==> src/rtl/pulse_hold.sv <==
// ============================================================================
// Module   : pulse_hold
// Purpose  : Rebuilds a held level from a stream of single-cycle pulses and
//            reports the pulse count of each burst. State updates on negedge.
// Options  : PULSE_HOLD_LONG_PRESS_EN enables the o_Long long-press flag.
// Revision : 1.0
// ============================================================================
`default_nettype none

module pulse_hold #(
    parameter int TIMEOUT_CYCLES = 100,
    parameter int COUNT_WIDTH    = 8,
    parameter int LONG_COUNT     = 3
) (
    input  logic                   i_Clk,
    input  logic                   i_Rst,
    input  logic                   i_Pulse,
    output logic                   o_Level,
    output logic [COUNT_WIDTH-1:0] o_Count,
    output logic                   o_Done,
    output logic                   o_Long
);

    localparam int                     c_GAP_W     = $clog2(TIMEOUT_CYCLES) + 1;
    localparam logic [c_GAP_W-1:0]     c_GAP_LAST  = c_GAP_W'(TIMEOUT_CYCLES - 1);
    localparam logic [COUNT_WIDTH-1:0] c_COUNT_MAX = '1;
    localparam logic [COUNT_WIDTH-1:0] c_COUNT_ONE = COUNT_WIDTH'(1);

    // Elaboration-time guards on the legal parameter ranges.
    if (TIMEOUT_CYCLES < 1) begin : g_bad_timeout
        $error("pulse_hold: TIMEOUT_CYCLES must be >= 1");
    end
    if (COUNT_WIDTH < 2) begin : g_bad_width
        $error("pulse_hold: COUNT_WIDTH must be >= 2");
    end
    if ((LONG_COUNT < 1) ||
        (longint'(LONG_COUNT) > ((longint'(1) << COUNT_WIDTH) - 1))) begin : g_bad_long
        $error("pulse_hold: LONG_COUNT out of range");
    end

    typedef enum logic [0:0] {
        ST_IDLE   = 1'b0,
        ST_ACTIVE = 1'b1
    } state_t;

    state_t                 r_state;
    state_t                 w_state_nxt;
    logic [c_GAP_W-1:0]     r_gap;
    logic [c_GAP_W-1:0]     w_gap_nxt;
    logic [COUNT_WIDTH-1:0] r_count;
    logic [COUNT_WIDTH-1:0] w_count_nxt;
    logic                   r_done;
    logic                   w_done_nxt;

    always_ff @(negedge i_Clk) begin
        if (i_Rst) begin
            r_state <= ST_IDLE;
            r_gap   <= '0;
            r_count <= '0;
            r_done  <= 1'b0;
        end else begin
            r_state <= w_state_nxt;
            r_gap   <= w_gap_nxt;
            r_count <= w_count_nxt;
            r_done  <= w_done_nxt;
        end
    end

    always_comb begin
        w_state_nxt = r_state;
        w_gap_nxt   = r_gap;
        w_count_nxt = r_count;
        w_done_nxt  = 1'b0;
        case (r_state)
            ST_IDLE: begin
                if (i_Pulse) begin
                    w_state_nxt = ST_ACTIVE;
                    w_gap_nxt   = '0;
                    w_count_nxt = c_COUNT_ONE;
                end
            end
            ST_ACTIVE: begin
                // A pulse on the would-be timeout edge keeps the burst alive.
                if (i_Pulse) begin
                    w_gap_nxt = '0;
                    if (r_count != c_COUNT_MAX) begin
                        w_count_nxt = r_count + c_COUNT_ONE;
                    end
                end else if (r_gap == c_GAP_LAST) begin
                    w_state_nxt = ST_IDLE;
                    w_done_nxt  = 1'b1;
                end else begin
                    w_gap_nxt = r_gap + c_GAP_W'(1);
                end
            end
            default: begin
                w_state_nxt = ST_IDLE;
            end
        endcase
    end

    assign o_Level = (r_state == ST_ACTIVE);
    assign o_Count = r_count;
    assign o_Done  = r_done;

`ifdef PULSE_HOLD_LONG_PRESS_EN
    localparam logic [COUNT_WIDTH-1:0] c_LONG = COUNT_WIDTH'(LONG_COUNT);

    logic r_long;
    logic w_long_nxt;

    // Sticky within a burst; clears on the same edge the level falls.
    always_comb begin
        w_long_nxt = (w_state_nxt == ST_ACTIVE) && (r_long || (w_count_nxt == c_LONG));
    end

    always_ff @(negedge i_Clk) begin
        if (i_Rst) begin
            r_long <= 1'b0;
        end else begin
            r_long <= w_long_nxt;
        end
    end

    assign o_Long = r_long;
`else
    assign o_Long = 1'b0;
`endif

endmodule

`default_nettype wire

==> config.mk <==
export PLATFORM = sky130hd
export DESIGN_NAME = pulse_hold
export DESIGN_NICKNAME = d
export VERILOG_FILES = /design/src/rtl/pulse_hold.sv
export SDC_FILE = /design/constraint.sdc
export NUM_CORES = 1
export LEC_CHECK = 0
export BUFFER_PORTS_ARGS = -buffer_cell sky130_fd_sc_hd__clkbuf_2
export CORE_MARGIN = 3
export CORE_UTILIZATION = 25
export CTS_CLUSTER_SIZE = 8
export DETAILED_ROUTE_END_ITERATION = 7
export PLACE_DENSITY_LB_ADDON = 0.08
export SLEW_MARGIN = 20
export SYNTH_ARGS = -nofsm -noshare
export SYNTH_HDL_FRONTEND = slang
export SYNTH_SLANG_ARGS = --single-unit
==> constraint.sdc <==
create_clock -name i_Clk -period 1.7 [get_ports i_Clk]
set_clock_uncertainty 0.1 [all_clocks]
set_input_delay 0.085 -clock i_Clk [delete_from_list [all_inputs] [get_ports i_Clk]]
set_output_delay 0.085 -clock i_Clk [all_outputs]
set_load 0.005 [all_outputs]
Yosys cells after proc, flatten, opt, wreduce, memory -nomap -nowiden
Cells that the tools add are included.
Cells by class
  $add $sub $neg: 2
  bitwise operators: 1
  multiplexer cells: 13
  reductions and logical operators: 3
  equal/unequal tests: 6
Operator list (count)
  $mux 8: 6
  $pmux 8 s2: 2
  $add 8x1->8 const B: 2
  $eq 8x7->1 const B: 1
  $ne 8x8->1 const B: 1
  $mux 1: 4
  $ne 2x2->1 const B: 2
  $ne 3x3->1 const B: 1
  $reduce_and 3->1: 1
  $reduce_or 3->1: 1
  $ne 2x1->1 const B: 1
  $pmux 1 s2: 1
  $reduce_and 2->1: 1
  $not 1->1: 1
Word-level totals
  output and inout bits: 11
  word-level logic and storage cells: 29
  register bits: 18

Longest topological paths before layout
  depth in word-level cells: 4
  mapped depth: 5

==> impl_metrics.py <==
metrics = {
    "global_routing": {
        "grt_overflow": 0,
        "grt_pass1_wl_um": 4080,
        "largest_net_degree_at_the_start_of_global_routing": 13,
        "grt_pass1_vias": 968,
        "track_usage": 0.120,
        "antenna_found_initial": 0,
    },
    "worst_setup_path": {
        "critical_path.top_delay_family": "flip-flops",
        "timing.critical_path.cells": "clkbuf_2",
        "critical-path-max-stage-delay_ns": 0.33,
        "worstPathBufferInverterCount": 1,
        "cp.arrival_ns": 1.61,
        "worstPathRequired_ns": 1.51,
        "worstSetupStartpointType": "register",
        "critPathKind": "register to output port",
        "worst-path-max-fanout": 2,
        "critPathCaptureType": "output port",
        "number_of_stages_on_the_worst_setup_path": 1,
        "worstRegToRegCells": 5,
        "crit_path_top_delay_cell": "dfxtp_2",
    },
    "finish": {
        "fillCellCount": 386,
        "layout-area-overhead-vs-synth_pct": 42.3,
        "post_route_standard_cell_area_excluding_fillers_um2": 1360,
        "register_area_um2": 374,
        "utilization": 0.389,
        "n_antenna_cell": 0,
        "final_layout_size_suffix_gt1_frac": 0.346,
        "design.final.nets": 164,
        "footprint_of_the_multi_input_gates_um2": 547,
    },
    "floorplan": {
        "coreArea_um2": 3490,
        "floorplan.io_pins": 14,
        "floorplan.initialDensity": 0.274,
        "die_h_um": 67.8,
        "die_x_um": 67.8,
        "die_area_um2": 4600,
        "placement_rows": 21,
    },
    "synth": {
        "portion_of_synthesized_cell_area_occupied_by_the_leading_cell_type": 0.377,
        "yosys_register_bits": 18,
        "avgSynthCellArea_um2": 9.10,
        "synth_fp_nets": 111,
        "async_reset_ff_frac": 0,
        "post-synth-top-area-cell": "dfxtp_1",
        "post_synth_main_area_contributors": "dfxtp_1, a21oi_1, mux2i_1, ha_1, nand2_1",
        "synth-main-ff-cell": "dfxtp_1",
        "post-synth-top-count-cell": "dfxtp_1",
        "synth_commonest_cells": "dfxtp_1, a21oi_1, nand2_1",
        "syn_inst": 105,
        "synth_edf_count": 0,
        "post_synth_num_cell_types": 34,
        "synth.yosys.seq_area_share": 0.377,
        "number_of_synthesis_warnings": 0,
        "post_synthesis_instance_area_um2": 956,
    },
    "cts": {
        "numCtsBuffers": 3,
        "cts_sinks": 18,
        "clk_path_buf_depth": 2,
        "worst_skew_pair.late_latency_ns": 0.33,
        "clk_pin_slew_worst_paths_ns": 0.04,
        "tritoncts": "done",
        "h-tree-depth": 1,
        "root_buffer_selected_by_cts": "clkbuf_8",
    },
    "hold_path": {
        "hold_depth": 2,
        "hp-class": "register to register",
    },
    "drt": {
        "detail_route.first_pass.iterations": 4,
        "postRouteAntennaNets": 0,
        "drt-total-wl_um": 2350,
        "drc_viols": 0,
        "vias_per_cell": 4.87,
        "via_total_after_detailed_routing": 983,
        "drt-wirelength-per-cell_um": 11.6,
        "drt_iter0_drc": 23,
    },
    "placement": {
        "count_of_buffers_inserted_at_the_top_level_ports": 12,
        "gpl.final_weighted_congestion": 0.760,
        "placed_area_um2": 1170,
        "place.detailed.hpwl_um": 1750,
    },
    "sta": {
        "grt_setup_unrepaired": "yes",
        "timing_hold_violations_final": 0,
        "setup-violations-final": 10,
        "final_max_slew_viol_count": 0,
        "post-route-worst-setup-slack_ns": -0.0953,
    },
    "flow_run": {
        "cap_violations": 0,
    },
    "status": {
        "failing_checks": "negative setup slack",
        "outcome": "complete, but fails checks",
    },
    "pwr": {
        "power-per-cell-area_nw_per_um2": 728,
        "leakage_nw": 0.619,
        "power.ir.vdd_worst_v": 0.000302,
    },
}
-- what timing repair did --
item | 4_1_cts | 5_1_grt
hold buffers | 0 | 0
buffers inserted | 7 | 0
pin swaps | 0 | 0
setup endpoints to repair | 10 | 14
resized for setup | 13 | 5
-- area by class of cell --
type / instances / share of cell area
repair buffers: 35 / 0.187
well taps: 46 / 0.0423
clock buffers: 3 / 0.0304
inverters: 5 / 0.0138
multi-input cells: 77 / 0.402
clock inverters: 18 / 0.0497
flip-flops and latches: 18 / 0.275
-- state kept, by name, indices dropped and copies added, names as in the netlist --
name     cells
o_Count      8
r_gap        8
o_Done       1
o_Level      1
-- power breakdown --
| group | internal, W | leakage [nW] | switching [W] |
|---|---|---|---|
| Combinational | 0.0000484 | 0.352 | 0.0000491 |
| Sequential | 0.000431 | 0.150 | 0.00000456 |
| Clock | 0.000214 | 0.117 | 0.000243 |
| Total | 0.000693 | 0.619 | 0.000297 |
-- cells in the final DEF, fill, tap and decap left out, drive strengths merged, types with 5 or more instances in the layout --
| cell type | synthesis | layout |
|---|---|---|
| a21oi | 10 | 10 |
| buf | 4 | 24 |
| clkbuf | 0 | 14 |
| dfxtp | 18 | 18 |
| inv | 6 | 23 |
| mux2i | 5 | 5 |
| nand2 | 10 | 10 |
| o211ai | 5 | 5 |
| o21ai | 5 | 5 |
| or3 | 5 | 5 |
-- per-layer routing --
| layer | vias up | track usage | part of all wire |
|---|---|---|---|
| li1 | 499 | - | - |
| met1 | 454 | 0.144 | 0.49 |
| met2 | 22 | 0.168 | 0.43 |
| met3 | 8 | 0.0525 | 0.050 |
| met4 | 0 | 0.0844 | 0.029 |
| met5 | - | 0 | 0 |
-- stage by stage --
| step | power, W | std cells | setup slack [ns] | setup TNS, ns | hold WS, ns |
|---|---|---|---|---|---|
| floorplan | 0.000557 | 105 | -0.0702 | -0.136 | 0.351 |
| global placement | 0.000601 | 175 | -0.295 | -3.22 | 0.364 |
| detailed placement | 0.000599 | 175 | -0.338 | -3.36 | 0.369 |
| CTS | 0.00102 | 202 | -0.113 | -0.929 | 0.374 |
| global route | 0.00108 | 202 | -0.138 | -1.20 | 0.401 |
| finish | 0.000990 | 202 | -0.0953 | -0.777 | 0.377 |
-- final timing paths --
path	from	endpoint	slack (ns)
hold / removal	r_gap[7]	r_gap[7]	0.38
hold reg to reg	r_gap[7]	r_gap[7]	0.38
setup / recovery	o_Count[7]	o_Count[7]	-0.1
setup reg to reg	o_Count[0]	o_Count[0]	0.11
-- cell families (layout without fill, tap and decap cells) --
logic type,count (synthesis),in the layout,synth area share
and+or+nand+nor,33,33,0.207
adders and majority gates,3,3,0.0393
DFF,18,18,0.377
muxes,5,5,0.0524
other,1,1,0.00392
xor gates and xnor gates,2,2,0.0183
AOI/OAI and AO/OA,33,33,0.236
buffers and inverters,10,61,0.0668
Power figures use the tool's default switching activity.
